===== src/rtl/mult_seq_ctrl.sv =====
// Shift-add multiplier sequencer: operand capture, radix-2 iteration,
// sticky done and WAIT stall for the processor START/WAIT/ST flow.
module mult_seq_ctrl #(
  parameter int WIDTH = 32,
  parameter int CNT_W = 6
) (
  input  logic             clk,
  input  logic             rst_n,
  input  logic             ld_a,
  input  logic             ld_b,
  input  logic [WIDTH-1:0] din,
  input  logic             start,
  input  logic             wait_req,
  input  logic             res_sel,
  output logic             busy,
  output logic             done,
  output logic             stall,
  output logic [WIDTH-1:0] res_out
);

  typedef enum logic [1:0] {
    IDLE = 2'd0,
    CALC = 2'd1,
    DONE = 2'd2
  } state_t;

  state_t state, nstate;

  logic [WIDTH-1:0]   a, b, m;
  logic [2*WIDTH-1:0] p, p_nxt;
  logic [WIDTH:0]     sum;
  logic [CNT_W-1:0]   cnt;
  logic               go, last;

  assign go   = start & (state != CALC);
  assign last = (cnt == CNT_W'(WIDTH - 1));

  always_ff @(posedge clk or negedge rst_n) begin
    if (!rst_n) state <= IDLE;
    else        state <= nstate;
  end

  always_comb begin
    nstate = state;
    unique case (state)
      IDLE:    if (start) nstate = CALC;
      CALC:    if (last)  nstate = DONE;
      DONE:    if (start) nstate = CALC;
      default: nstate = IDLE;
    endcase
  end

  always_comb begin
    busy    = (state == CALC);
    stall   = wait_req & ~done;
    res_out = res_sel ? p[2*WIDTH-1:WIDTH] : p[WIDTH-1:0];
  end

  // m holds the multiplicand sampled at start so a same-edge ld_a
  // updates A without disturbing the product in flight.
  always_comb begin
    sum = {1'b0, p[2*WIDTH-1:WIDTH]} + {1'b0, m};
    if (p[0]) p_nxt = {sum, p[WIDTH-1:1]};
    else      p_nxt = {1'b0, p[2*WIDTH-1:1]};
  end

  always_ff @(posedge clk or negedge rst_n) begin
    if (!rst_n) begin
      a    <= '0;
      b    <= '0;
      m    <= '0;
      p    <= '0;
      cnt  <= '0;
      done <= 1'b0;
    end else begin
      if (state != CALC) begin
        if (ld_a) a <= din;
        if (ld_b) b <= din;
      end
      if (go) begin
        m   <= a;
        p   <= {{WIDTH{1'b0}}, b};
        cnt <= '0;
      end else if (state == CALC) begin
        p   <= p_nxt;
        cnt <= cnt + CNT_W'(1);
      end
      done <= (state == DONE) & ~start;
    end
  end

endmodule


===== config.mk =====
export PLATFORM = sky130hd
export DESIGN_NAME = mult_seq_ctrl
export DESIGN_NICKNAME = d
export VERILOG_FILES = /design/src/rtl/mult_seq_ctrl.sv
export SDC_FILE = /design/constraint.sdc
export NUM_CORES = 1
export LEC_CHECK = 0
export BUFFER_PORTS_ARGS = -buffer_cell sky130_fd_sc_hd__buf_2
export CORE_ASPECT_RATIO = 1.75
export CORE_MARGIN = 2
export CORE_UTILIZATION = 45
export DETAILED_ROUTE_END_ITERATION = 10
export PLACE_DENSITY_LB_ADDON = 0.12
export SLEW_MARGIN = 20
export SYNTH_ARGS = -nofsm -noshare
export SYNTH_HDL_FRONTEND = slang
export SYNTH_SLANG_ARGS = --single-unit

===== constraint.sdc =====
create_clock -name clk -period 7.95 [get_ports clk]
set_input_delay 0.795 -clock clk [delete_from_list [all_inputs] [get_ports clk]]
set_output_delay 0.795 -clock clk [all_outputs]
set_load 0.005 [all_outputs]

==> impl_metrics.toml <==
[synth]
synth-async-reset-ratio_pct = 100
netlist_top_cells_area = "dfrtp_1 46%, mux2_2 16%, mux2i_1 4.6%"
ys_seq_area_share_pct = 46.3
synth.top_cell.area_share_pct = 46.3
yosys.area.top_type = "dfrtp_1"
avgSynthCellArea_sq_um = 10.9
synth_enable_flop_cells = 0
synthCells = 837
synthFlopType = "dfrtp_1"
ys_types = 64
synth_area_sq_um = 9130
ys_ff_latch = 169
yosys_warnings = 0
synthesis.nets = 910

[worst_setup_path]
path_delay_family = "simple AND/OR/NAND/NOR gates"
end_kind = "flop"
critPathLaunchType = "flop"
required_ps = 8320
path_max_fanout = 53
worstPathArrival_ps = 3480
cpMaxStageDelayCell = "or4_1"
critical_path_class = "flop to flop"
cpPeakStageDelay_ps = 630
cp_num_buf_inv = 2
path_cells = "nand2b_1, inv_2, buf_4, nand2_1, or4_1, nand3_1"

[routing]
wl_microns = 22400
ant_nets = 0
drc = 0
viasPerCell = 5.85
num_vias = 6734
wl_per_cell_microns = 19.5
dr.pass1.iters = 5
drt-initial-drc-count = 274

[clock_tree]
cts_max_level = 4
clock_sinks = 169
clk_latency_ps = 440
post_cts_buffers = 0
cts.repair.resized = 0
ctsLongestPathBuffers = 2
hold_buffers = 0
numCtsBuffers = 17
path_clk_slew_ps = 60
cts_tree = "built"
root_buffer = "clkbuf_16"

[floorplan]
dieArea_sq_um = 21500
ioPinCount = 74
start_util_pct = 45.4
coreArea_sq_um = 20100
rows = 69
die_height_microns = 192
die_x_microns = 112

[grt]
grt_max_degree = 73
grt_pass1_vias = 6899
track_usage_pct = 21.2
grt_pass1_wl_microns = 35900
overflow = 0
antenna_found_initial = 0

[timing]
slew_headroom_pct = 36.2
worst_slack_ps = 4840
slew_viol_final = 0
period_share_pct = 39.1
clock-skew-final_ps = 8.41
finalSetupViolCount = 0
grt_setup_unrepaired = "false"
fin_tns_setup_ps = 0
finalHoldViolCount = 0
fin_crit_ps = 3110
timing.fmax_mhz = 322
worstMarginPinSlew_ps = 954

[power]
leakage_uw = 0.00470
seqPwrFrac_pct = 33.9
internal-power_uw = 2740
ir_worst_vdd_v = 0.000181
combPwrFrac_pct = 48.2
swShare_pct = 40.0
p_sw_uw = 1830
clock_power_share_pct = 17.8
power_density_nw_per_um2 = 448

[cells_and_area]
drive_gt1_share_pct = 28.7
syn_to_final_growth_pct = 11.7
n_fill_cell = 1884
fin_util_pct = 50.7
multi_input_area_sq_um = 4600
fin_cells = 1151
fin_area_sq_um = 10200
area.sequential_sq_um = 4230
diodes = 0
final_nets = 963

[run_status]
status = "finished clean"

[place]
dp_cells = 1119
place_area_sq_um = 9610
portBuffers = 73
post-place-ws_ps = 4850
dp_hpwl_microns = 15500
gp_congestion = 0.925

[flow_run]
maxCapViolCount = 0

[min_path]
hold_path.class = "input pin to asynchronous set/reset pin"
-- stage by stage --
stage	power, uW	hold slack (ps)
global route	4910	424
global placement	3710	468
detailed placement	3750	494
floorplan	3180	450
CTS	4590	392
finish	4560	376
-- routing by layer --
metal | global-route usage [%] | vias to the layer above | part of all wire (%)
met3 | 3.96 | 40 | 3.0
met2 | 38.5 | 149 | 54
met4 | 8.69 | 0 | 2.4
met5 | 0 | - | 0
met1 | 24.4 | 3381 | 41
li1 | - | 3164 | -
-- power groups by stage --
stage	registers, uW	logic [uW]	clock network, uW
after detailed placement	1560	2190	0
final	1550	2200	814
after global placement	1540	2160	0
after floorplan	1440	1740	0
after CTS	1550	2200	836
after global routing	1590	2440	870
-- registers in the layout, indices dropped and copies added, names as in the netlist --
signal	count
b	32
p	64
m	32
cnt	6
state	2
done	1
a	32
-- cell usage after synthesis, types with 4 or more instances --
master and number:
nor3_1 7, nand4_1 7, mux2i_1 42, nand2_1 75, ha_1 33, inv_1 10
clkbuf_1 27, a21oi_1 56, o21ai_0 66, a31oi_1 16, o21ai_1 4, nor2b_1 4
a211oi_1 4, xnor2_1 16, xor2_1 6, dfrtp_1 169, nand2b_1 7, mux2_2 128
and3_1 16, o21bai_1 6, nand3_1 20, nor2_1 24, a21o_1 13, clkbuf_8 4
o311ai_1 4, buf_1 11
-- cell families (layout without fill, tap and decap cells) --
group	count (synthesis)	count (layout)	synth area share (%)
mux	170	170	20.4
compound gates	204	204	13.7
xor+xnor	22	22	2.11
simple gates	180	180	9.42
fa+ha+maj	34	34	4.74
buf+inv	58	124	3.29
flops	169	169	46.3
-- cell type report --
class | instances | share of cell area (%)
Inverter | 10 | 0.368
Multi-Input combinational cell | 610 | 45.1
Clock inverter | 7 | 0.896
Tap cell | 248 | 3.04
Sequential cell | 169 | 41.5
Timing Repair Buffer | 82 | 4.31
Clock buffer | 25 | 4.76
-- worst paths after layout --
check | startpoint | to | slack [ps] | depth (start not counted)
max | state[1] | p[56] | 4840 | 6
min | rst_n | done | 380 | 1
max reg2reg | state[1] | p[56] | 4840 | 6
min reg2reg | cnt[5] | cnt[5] | 500 | 2
max in group asynchronous | rst_n | p[52] | 6450 | 2
min in group clk | cnt[5] | cnt[5] | 500 | 2
-- placed cells by master, fill, tap and decap left out, types with 4 or more instances in the layout --
cell type,n
dfrtp_1,169
mux2_2,128
nand2_1,75
buf_2,72
o21ai_0,66
a21oi_1,56
mux2i_1,42
ha_1,33
nor2_1,24
nand3_1,20
clkbuf_16,17
and3_1,16
a31oi_1,16
xnor2_1,16
a21o_1,13
buf_4,9
inv_1,8
nand2b_1,7
nand4_1,7
nor3_1,7
o21bai_1,6
xor2_1,6
clkbuf_1,5
nor2b_1,4
o21ai_1,4
o311ai_1,4
a211oi_1,4
No activity file was read; power rests on OpenSTA's default activity.
